File: src/rtl/equalizer_i2s_tx_pkg.sv
// Shared definitions for the equalizer I2S transmitter (and a future receiver).
// Latency: n/a (types, constants and helper functions only).
// Backpressure: n/a.
package equalizer_i2s_tx_pkg;

    // Word-select encoding on lrclk: left channel while low, right while high.
    typedef enum logic {
        LR_LEFT  = 1'b0,
        LR_RIGHT = 1'b1
    } lr_sel_e;

    // One stereo frame carries two channel slots of sample_bits bit clocks each.
    function automatic int frame_slots(input int sample_bits);
        return 2 * sample_bits;
    endfunction

    // Counter width that stays legal for a modulus of 1.
    function automatic int cnt_width(input int modulus);
        return (modulus > 1) ? $clog2(modulus) : 1;
    endfunction

endpackage

File: src/rtl/equalizer_i2s_tx_fifo.sv
// Single-clock sample FIFO, depth 2^ADDR_BITS, head readable combinationally.
// Latency: level/empty/full update the cycle after a push or pop; dout is the current head.
// Backpressure: push while full is ignored unless a pop frees the head slot in the same cycle.
//
// Ports: clk, rst (async active-high), clear (sync flush), push/din, pop/dout,
//        full, empty, level (entries stored, ADDR_BITS+1 bits).
module sample_fifo #(
    parameter int WIDTH     = 16,
    parameter int ADDR_BITS = 2
) (
    input  logic                 clk,
    input  logic                 rst,
    input  logic                 clear,
    input  logic                 push,
    input  logic                 pop,
    input  logic [WIDTH-1:0]     din,
    output logic [WIDTH-1:0]     dout,
    output logic                 full,
    output logic                 empty,
    output logic [ADDR_BITS:0]   level
);

    localparam int DEPTH = 1 << ADDR_BITS;

    logic [WIDTH-1:0]   mem [DEPTH];
    logic [ADDR_BITS:0] wr_ptr;
    logic [ADDR_BITS:0] rd_ptr;
    logic               do_push;
    logic               do_pop;

    // Extra pointer MSB distinguishes full from empty when the indices match.
    assign empty = (wr_ptr == rd_ptr);
    assign full  = (wr_ptr[ADDR_BITS] != rd_ptr[ADDR_BITS]) &&
                   (wr_ptr[ADDR_BITS-1:0] == rd_ptr[ADDR_BITS-1:0]);
    assign level = wr_ptr - rd_ptr;
    assign dout  = mem[rd_ptr[ADDR_BITS-1:0]];

    // When full, a same-cycle pop releases the head slot, which is exactly
    // where the write pointer points, so the push can land there.
    assign do_pop  = pop && !empty;
    assign do_push = push && (!full || do_pop);

    always_ff @(posedge clk or posedge rst) begin
        if (rst) begin
            wr_ptr <= '0;
            rd_ptr <= '0;
        end else if (clear) begin
            wr_ptr <= '0;
            rd_ptr <= '0;
        end else begin
            if (do_push) wr_ptr <= wr_ptr + 1'b1;
            if (do_pop)  rd_ptr <= rd_ptr + 1'b1;
        end
    end

    always_ff @(posedge clk) begin
        if (do_push) mem[wr_ptr[ADDR_BITS-1:0]] <= din;
    end

endmodule

File: src/rtl/equalizer_i2s_tx.sv
// Equalizer output transmitter: buffers filter_out samples and sends them as stereo I2S (mono duplicated).
// Latency: sample_valid to left MSB on sdata is the wait to the next frame load plus one register stage.
// Backpressure: none upstream; a sample arriving at a full FIFO is dropped and flags overflow.
//
// Ports: clk, rst (async active-high), tx_enable (sync run/flush), sample_valid/sample_in (capture strobe
//        and data), clear_flags (sync flag clear), bclk/lrclk/sdata (I2S out), fifo_level, underflow, overflow.
module equalizer_i2s_tx
    import equalizer_i2s_tx_pkg::*;
#(
    parameter int SAMPLE_BITS    = 16,
    parameter int BCLK_DIV       = 1,
    parameter int FIFO_ADDR_BITS = 2
) (
    input  logic                      clk,
    input  logic                      rst,
    input  logic                      tx_enable,
    input  logic                      sample_valid,
    input  logic [SAMPLE_BITS-1:0]    sample_in,
    input  logic                      clear_flags,
    output logic                      bclk,
    output logic                      lrclk,
    output logic                      sdata,
    output logic [FIFO_ADDR_BITS:0]   fifo_level,
    output logic                      underflow,
    output logic                      overflow
);

    localparam int FRAME_SLOTS = frame_slots(SAMPLE_BITS);
    localparam int SLOT_W      = cnt_width(FRAME_SLOTS);
    localparam int DIV_W       = cnt_width(BCLK_DIV);

    logic [DIV_W-1:0]        div_cnt;
    logic [SLOT_W-1:0]       slot;
    logic [SLOT_W-1:0]       next_slot;
    logic [FRAME_SLOTS-1:0]  shreg;
    logic                    bclk_q;
    lr_sel_e                 lrclk_q;
    logic                    underflow_q;
    logic                    overflow_q;

    logic                    div_wrap;
    logic                    fall_evt;
    logic                    load_evt;
    logic                    fifo_pop;
    logic                    fifo_full;
    logic                    fifo_empty;
    logic [SAMPLE_BITS-1:0]  fifo_dout;
    logic                    overflow_evt;
    logic                    underflow_evt;

    assign div_wrap  = (div_cnt == DIV_W'(BCLK_DIV - 1));
    // bclk is about to go 1->0: this is where slot, lrclk and data all move.
    assign fall_evt  = div_wrap && bclk_q;
    assign load_evt  = fall_evt && (slot == '0);
    assign next_slot = (slot == SLOT_W'(FRAME_SLOTS - 1)) ? '0 : slot + 1'b1;

    assign fifo_pop      = load_evt && !fifo_empty;
    assign underflow_evt = load_evt && fifo_empty;
    // A pop in the same cycle makes room, so only a pop-less push to a full FIFO is lost.
    assign overflow_evt  = tx_enable && sample_valid && fifo_full && !fifo_pop;

    sample_fifo #(
        .WIDTH     (SAMPLE_BITS),
        .ADDR_BITS (FIFO_ADDR_BITS)
    ) u_fifo (
        .clk   (clk),
        .rst   (rst),
        .clear (!tx_enable),
        .push  (tx_enable && sample_valid),
        .pop   (fifo_pop),
        .din   (sample_in),
        .dout  (fifo_dout),
        .full  (fifo_full),
        .empty (fifo_empty),
        .level (fifo_level)
    );

    always_ff @(posedge clk or posedge rst) begin
        if (rst) begin
            div_cnt     <= '0;
            slot        <= '0;
            shreg       <= '0;
            bclk_q      <= 1'b0;
            lrclk_q     <= LR_LEFT;
            underflow_q <= 1'b0;
            overflow_q  <= 1'b0;
        end else if (!tx_enable) begin
            div_cnt     <= '0;
            slot        <= '0;
            shreg       <= '0;
            bclk_q      <= 1'b0;
            lrclk_q     <= LR_LEFT;
            underflow_q <= 1'b0;
            overflow_q  <= 1'b0;
        end else begin
            if (div_wrap) begin
                div_cnt <= '0;
                bclk_q  <= !bclk_q;
            end else begin
                div_cnt <= div_cnt + DIV_W'(1);
            end

            if (fall_evt) begin
                slot    <= next_slot;
                lrclk_q <= (next_slot >= SLOT_W'(SAMPLE_BITS)) ? LR_RIGHT : LR_LEFT;
                if (slot == '0) begin
                    // Slot 0 still shows the previous right LSB; the new word's MSB
                    // appears in slot 1, giving the one-bit I2S delay.
                    shreg <= fifo_empty ? '0 : {fifo_dout, fifo_dout};
                end else begin
                    shreg <= {shreg[FRAME_SLOTS-2:0], 1'b0};
                end
            end

            // A new event outranks a simultaneous clear.
            if (underflow_evt)    underflow_q <= 1'b1;
            else if (clear_flags) underflow_q <= 1'b0;

            if (overflow_evt)     overflow_q <= 1'b1;
            else if (clear_flags) overflow_q <= 1'b0;
        end
    end

    assign bclk      = bclk_q;
    assign lrclk     = lrclk_q;
    assign sdata     = shreg[FRAME_SLOTS-1];
    assign underflow = underflow_q;
    assign overflow  = overflow_q;

endmodule
File: config.mk
export PLATFORM = sky130hd
export DESIGN_NAME = equalizer_i2s_tx
export DESIGN_NICKNAME = d
export VERILOG_FILES = /design/src/rtl/equalizer_i2s_tx_pkg.sv /design/src/rtl/equalizer_i2s_tx_fifo.sv /design/src/rtl/equalizer_i2s_tx.sv
export SDC_FILE = /design/constraint.sdc
export NUM_CORES = 1
export LEC_CHECK = 0
export ABC_AREA = 1
export CAP_MARGIN = 20
export CORE_ASPECT_RATIO = 1.5
export CORE_UTILIZATION = 35
export CTS_BUF_LIST = sky130_fd_sc_hd__clkbuf_4 sky130_fd_sc_hd__clkbuf_8
export DETAILED_ROUTE_END_ITERATION = 10
export GPL_ROUTABILITY_DRIVEN = 0
export GPL_TIMING_DRIVEN = 0
export HOLD_SLACK_MARGIN = 0.06
export PLACE_DENSITY = 0.62
export RECOVER_POWER = 25
export SLEW_MARGIN = 20
export SYNTH_ARGS = -nofsm -noshare
export SYNTH_HDL_FRONTEND = slang
export SYNTH_SLANG_ARGS = --single-unit
File: constraint.sdc
create_clock -name clk -period 6.15 [get_ports clk]
set_input_delay 1.845 -clock clk [delete_from_list [all_inputs] [get_ports clk]]
set_output_delay 1.845 -clock clk [all_outputs]
set_load 0.01 [all_outputs]
Yosys cells after proc, flatten, opt, wreduce, memory -nomap -nowiden
Memory sizes are Yosys's and may differ from the RTL's.
Index checks and enable logic that the tools add are counted.
- output and inout bits: 8
- memories: 1
- bits of input ports: 21
- word-level logic and storage cells: 68
- bits in writable memories: 64
- flip-flop bits (word level): 48
- memory list (name ; words ; width ; read ports ; clocked after Yosys merged registers in ; write ports ; line ; source):
    u_fifo.mem ; 4 ; 16 ; 1 ; 0 ; 1 ; equalizer_i2s_tx_fifo.sv:25 ; logic [WIDTH-1:0] mem [DEPTH];
- muxes and demuxes: 25
- equal/unequal tests: 10
- magnitude comparators: 1
- add/sub/neg operators: 5
- bitwise logic cells: 1
- reductions and logical operators: 16
- operators with widths (kind ; number):
    32-bit 2-to-1 mux ; 4
    5-bit 2-to-1 mux ; 3
    1-bit 2-to-1 mux ; 14
    3-bit 2-to-1 mux ; 4
    1-bit logical AND ; 10
    3-bit by 1-bit adder with 3-bit output, second input constant ; 2
    2-bit by 1-bit inequality test with 1-bit output, second input constant ; 3
    3-bit by 1-bit inequality test with 1-bit output, second input constant ; 2
    5-bit by 1-bit adder with 5-bit output, second input constant ; 1
    5-bit equality test, second input constant ; 1
    5-bit >= comparator, second input constant ; 1
    5-bit logical NOT ; 1
    1-bit logical NOT ; 4
    3-bit equality test ; 1
    3-bit subtractor ; 1
    2-bit equality test ; 1
    2-bit inequality test, second input constant ; 1
    1-bit adder, second input constant ; 1
    1-bit logical OR ; 1
    1-bit inequality test ; 1
    1-bit NOT ; 1

Depth between registers and ports, before layout
- word-level depth: 9
- gate-level depth with buffers: 12
- gate-level depth less buffers: 9

Hierarchy
A second synthesis with hierarchy kept.
- cells, all modules: 516
- area, all modules: 5086.1 µm²
- modules (own cells, without submodules) (module ; cells each ; area an instance (µm²) ; times used ; seq. area each (µm²)):
    sample_fifo ; 219 ; 2879.0 ; 1 ; 2072.0
    equalizer_i2s_tx ; 297 ; 2207.1 ; 1 ; 1001.0

Worst setup path before layout
OpenSTA, ideal clock, no wires.
- path type: in2reg
- from: input port sample_valid
- to: memory u_fifo.mem[0][0] (enable)
- arrival time: 2.789 ns
- setup slack: 2.972 ns
- data required time: 5.761 ns
- stages on the path: 4
- path through: nand2_1 inv_1 nand2_4 nor2_1
- word-level cells in the longest chain between the ends: 4
- ends and longest elaborated chain (item ; line ; source):
    start: declaration ; equalizer_i2s_tx.sv:17 ; input logic sample_valid,
    1-bit logical AND ; equalizer_i2s_tx.sv:69 ; .push (tx_enable && sample_valid),
    1-bit logical AND ; equalizer_i2s_tx_fifo.sv:41 ; assign do_push = push && (!full || do_pop);
    1-bit 2-to-1 mux ; equalizer_i2s_tx_fifo.sv:57 ; if (do_push) mem[wr_ptr[ADDR_BITS-1:0]] <= din;
    1-bit 2-to-1 mux (implied by the code) ; equalizer_i2s_tx_fifo.sv:57 ;
    end: declaration ; equalizer_i2s_tx_fifo.sv:25 ;
Every way passes these cells.

Worst setup path after layout
- from: register u_fifo.wr_ptr[0]
- to: output port fifo_level[2]
- word-level cells in the longest chain between the ends: 1
- ends and longest elaborated chain (item ; line ; source):
    start: declaration ; equalizer_i2s_tx_fifo.sv:26 ; logic [ADDR_BITS:0] wr_ptr;
    start signal: assignment ; equalizer_i2s_tx_fifo.sv:51 ; if (do_push) wr_ptr <= wr_ptr + 1'b1;
    3-bit subtractor ; equalizer_i2s_tx_fifo.sv:35 ; assign level = wr_ptr - rd_ptr;
    end: declaration ; equalizer_i2s_tx.sv:23 ; output logic [FIFO_ADDR_BITS:0] fifo_level,
Every way passes these cells.

==> results by group <==
Detailed routing
  – Final wirelength: 10600 um
  – Met3 wire length: 262 um
  – Post-DR wirelength/cell: 13.2 um
  – Iter 0 DRT Violations: 169
  – Number of vias per cell: 4.48
  – # DRC: 0
  – Wire length on met1: 4360 um
  – Vias: 3609
  – Top sig layer: met4
  – Final ANT Viol Nets: 0
  – WL met2: 5800 um
  – First-pass iteration count of the detailed router: 6

Timing
  – Worst Skew: 0.0163 ns
  – Fin. Hold Viols: 0
  – Total negative slack: 0 ns
  – Final Critical Period: 4.07 ns
  – Worst Max-Slew Pin Slew: 0.653 ns
  – FMAX: 246 MHz
  – RSZ-0062 raised after global routing: false
  – Slew headroom: 56.4%
  – Final worst slack: 2.08 ns
  – Setup violations, final: 0
  – Slew Limit Fails: 0
  – Final Cycle Share: 66.1%

Critical path
  – Crit-path max FO: 4
  – CP Launch Type: flop
  – Reg2Reg Depth: 10
  – Critical path class: flop to output port
  – Worst reg-to-reg setup slack: 3.48 ns
  – Reg2reg start: u_fifo.rd_ptr[1]
  – Critical path arrival: 2.22 ns
  – Worst Path Required: 4.30 ns
  – Reg2reg end: u_fifo.mem[0][0]
  – Nature of the critical path endpoint: output port

Hold path
  – Hold crit path type: flop to flop
  – Hold Path End: shreg[21]
  – Cells on Worst Hold Path: 2
  – Hold path startpoint: shreg[21]

Clocking
  – CTS Buf Count: 9
  – Clock Latency Late Sink: 0.38 ns
  – CTS tree: yes
  – Post-cts resize count: 0
  – Cts-stage hold buffer count: 0
  – CTS Root Cell: clkbuf_8
  – Setup bufs post-CTS: 0
  – Sink Count: 110
  – Max clock buf depth: 2
  – Clock transition at path regs: 0.11 ns
  – H-tree levels: 3

Placement
  – Pre-CTS setup slack: 2.38 ns
  – # port buffers: 28
  – Dpl hpwl: 7920 um

Logic synthesis
  – Mean Syn Cell Area: 9.27 um^2
  – Seq cells post-synth: 110
  – Mapped cell area: 5200 um^2
  – Yosys warning count: 0
  – Count of different cell masters after synthesis: 29
  – Net Count, Synth: 593
  – Synth Instances: 561
  – Seq/Total Area, Yosys: 59.1%

Run
  – Max Cap Viol: 0

Cells and area
  – Most frequent cells in the layout: 189 x nand2_1, 82 x inv_1, 71 x nand3_1
  – Register Area: 3070 um^2
  – Ant diodes: 0
  – Area occupied by multi-input gates: 1660 um^2
  – # nets final: 637
  – Commonest non-fill, non-tap cell in the layout: nand2_1
  – Fraction of layout cells with a size suffix above 1: 11.3%
  – Layout filler cell count: 1416
  – Layout area overhead: 15.3%

Global route
  – Vias in the first global route: 3629
  – Antenna violations before repair: 0
  – First-pass GRT wire length: 17700 um
  – Global route overflow: 0
  – GRT Total Usage: 15.2%
  – Largest net degree at the start of global routing: 33

Floorplan
  – Row cnt: 54
  – Core area: 14500 um^2
  – Die X-Extent: 102 um
  – Initial core utilization: 35.8%
  – DIE HEIGHT: 151 um
  – Total Die Area: 15400 um^2
  – Top Ports: 29

Status
  – Status: finished, final reports clean

Power
  – Maximum vdd drop: 0.125 mV
  – Static Leak: 2.91 nW
  – Pwr/cell area: 256 nW/um^2
[synthesized netlist by cell type, drive strengths merged]
library cell | count | area (um^2)
edfxtp | 64 | 1920
nand2 | 194 | 751
nand3 | 73 | 375
nand4 | 3 | 18.8
o22ai | 1 | 6.26
or2 | 29 | 181
nor2 | 15 | 61.3
fa | 1 | 20.0
buf | 22 | 139
o21ai | 4 | 20.0
inv | 87 | 327
a21oi | 4 | 20.0
ha | 10 | 125
o2bb2ai | 1 | 8.76
o21bai | 1 | 7.51
clkbuf | 1 | 13.8
xor2 | 3 | 26.3
xnor2 | 2 | 25.0
dfrtp | 46 | 1150
[metrics by stage]
step	utilization, %	instance area, um^2	cells	hold WS [ns]	power [mW]
finish	41.3	5990	806	0.486	1.54
global placement	39.4	5720	785	0.455	1.12
floorplan	-	5200	561	0.441	1.04
global route	41.3	5990	806	0.508	1.61
detailed placement	40.0	5810	790	0.457	1.13
CTS	41.3	5990	806	0.485	1.56
[worst max-delay path, cell delays in order (launching register included)]
cell and delay [ns]:
dfrtp_1 0.41, inv_1 0.12, ha_1 0.22, fa_1 0.39, xnor2_1 0.16, clkdlybuf4s50_1 0.55
[how the worst max path moves through the flow]
stage,end,slack [ns],start,depth (start not counted)
after detailed placement,u_fifo.mem[0][10],2.38,tx_enable,6
final,fifo_level[2],2.08,u_fifo.wr_ptr[0],5
after floorplan,u_fifo.mem[0][0],2.97,sample_valid,4
after global placement,u_fifo.mem[3][13],1.76,tx_enable,5
after CTS,fifo_level[2],2.04,u_fifo.wr_ptr[0],5
after global routing,fifo_level[2],1.98,u_fifo.wr_ptr[0],5
[sequential cells by signal (all words and copies together), names as in the netlist]
name and flops:
u_fifo.mem 64, shreg 32, slot 5, u_fifo.rd_ptr 3, u_fifo.wr_ptr 3, bclk 1
overflow 1, underflow 1
[where the power goes]
part           switching, mW  internal (mW)
logic                  0.169          0.106
clock network          0.266          0.158
registers             0.0174          0.820
[kinds of logic after synthesis]
group / after synthesis / synth area share, %
AND/OR/NAND/NOR: 314 / 26.7
buffers and inverters: 110 / 9.22
flip-flops: 110 / 59.1
AO/OA/AOI/OAI: 11 / 1.20
adder cells (fa/ha/maj): 11 / 2.79
XOR/XNOR: 5 / 0.987
[per-layer routing]
metal | up-vias | GRT usage (%)
li1 | 1833 | -
met1 | 1714 | 16.6
met2 | 51 | 28.6
met3 | 11 | 2.54
met4 | 0 | 5.94
met5 | - | 0
[area by class of cell]
| type | instances | share of cell area, % |
|---|---|---|
| inverter | 87 | 5.45 |
| clock inverter | 7 | 1.06 |
| sequential | 110 | 51.3 |
| timing repair buffer | 33 | 5.89 |
| buffer | 23 | 2.55 |
| tap | 196 | 4.09 |
| clock buffer | 9 | 2.07 |
| multi-input combinational | 341 | 27.6 |
No activity file was read; power rests on OpenSTA's default activity.
==> RTL edit, RTL diff (same settings) <==
The parameter `SAMPLE_BITS` goes from 16 to 20.
--- a/src/rtl/equalizer_i2s_tx.sv
+++ b/src/rtl/equalizer_i2s_tx.sv
@@ -7,7 +7,7 @@
 module equalizer_i2s_tx
     import equalizer_i2s_tx_pkg::*;
 #(
-    parameter int SAMPLE_BITS    = 16,
+    parameter int SAMPLE_BITS    = 20,
     parameter int BCLK_DIV       = 1,
     parameter int FIFO_ADDR_BITS = 2
 ) (
Interface: changed (resized sample_in); port bits go from 29 to 33. No check against the original RTL was run, so the function may have changed too.
==> RTL edit against the unedited design <==
Critical endpoint unchanged; area after synthesis is 20% higher; largest cell class unchanged; wire length is 20% higher; combinational power is 8.0% higher; sequential cell count is 26 higher; the run now ends with design-rule violations left; via count is 22% higher; power is 35% higher; non-clock buffer count is 3 higher; utilization is 0.61 points higher; setup slack worse by 0.11 ns; cell area is 22% higher; register-to-register slack worse by 0.19 ns.
==> RTL edit: results (changes against the unedited design) <==
Status
Status: finished, violations left (was finished clean). The checks that failed: design-rule violations.

Min path
The launch point of the worst hold path is shreg[0] (was shreg[21]). The worst min-delay path endpoint is shreg[0] (was shreg[21]).

Logic synthesis
Commonest cells in the synthesized netlist: nand2_1, edfxtp_1, inv_1 (was nand2_1, inv_1, nand3_1). The sequential-to-total area share from yosys stat was 60.81% (was 59.11%). The synthesized instance count is 675 (was 561). The number of flops mapped to enable cells by yosys came to 80 (was 64). The fraction of registers with async set/reset was 41.18% (was 41.82%).

Pwr
The net switching power figure was 582.1 uW (was 452.6 uW). The proportion of power drawn by flip-flops and latches is 49.9% (was 54.5%). The power drawn by the clock network was 741 uW (was 424 uW). The static leakage came to 0.003439 uW (was 0.002912 uW).

Cells and area
The final non-filler cell total is 952 (was 806). The number of signal-net buffers in the layout is 59 (was 56). The fraction of final layout cells with drive strength greater than 1 is 9.066% (was 11.31%). The filler cell count in the final layout is 1730 (was 1416). The sequential cell count of the final layout is 136 (was 110).

Global route
The global routing met3 resource utilization is 2.854% (was 2.538%). The overall fraction of global-route tracks in use came to 14.87% (was 15.21%). The number of global-route vias before repair was 4363 (was 3629).

Timing
The remaining max-slew budget at the tightest pin is 51.18% (was 56.43%).

Drt
The amount of wire on met2 after detailed routing came to 6532 um (was 5795 um). The number of design rule violations left after detail routing is 6 (was 0). The total number of vias came to 4404 (was 3609). The detailed router's first-iteration violation count came to 184 (was 169). The routed wire length per instance is 13.37 um (was 13.16 um).

Worst setup path
The highest cell delay on the worst timing path came to 0.57 ns (was 0.55 ns). The reg-to-reg setup timing slack is 3.29 ns (was 3.48 ns). The number of cells on the worst reg-to-reg path is 8 (was 10).

CTS
The post-CTS clock slew at the launch and capture registers of the worst setup and hold paths came to 0.08 ns (was 0.11 ns). The level count of the clock H-tree was 4 (was 3). The clock latency on the worst-skew pair is 0.44 ns (was 0.38 ns). The number of buffers created by CTS is 17 (was 9).
RTL edit: cell types whose count changed after synthesis, moves of 6 or more:
| cell | unedited run | this run |
|---|---|---|
| dfrtp_1 | 46 | 56 |
| o21ai_0 | 4 | 10 |
| inv_1 | 82 | 69 |
| or2_2 | 6 | 0 |
| or2_1 | 11 | 20 |
| nand2_1 | 189 | 289 |
| edfxtp_1 | 64 | 80 |
RTL edit: logic make-up after synthesis:
kind of cell / after synthesis / share of synthesized area [%]
flops: 136 / 60.81
simple gates: 412 / 28.43
fa+ha+maj: 10 / 2.120
xor+xnor: 4 / 0.5602
buf+inv: 98 / 6.801
compound gates: 15 / 1.280
RTL edit: metrics by stage:
step	area, sq um	setup slack (ns)	hold slack [ns]	utilization (%)
after floorplan	6255	2.770	0.4412	-
after global placement	6842	1.291	0.4561	39.27
after detailed placement	6902	2.152	0.4592	39.62
after CTS	7297	1.939	0.4809	41.88
after global routing	7296	1.808	0.4976	41.88
final	7296	1.975	0.4776	41.88
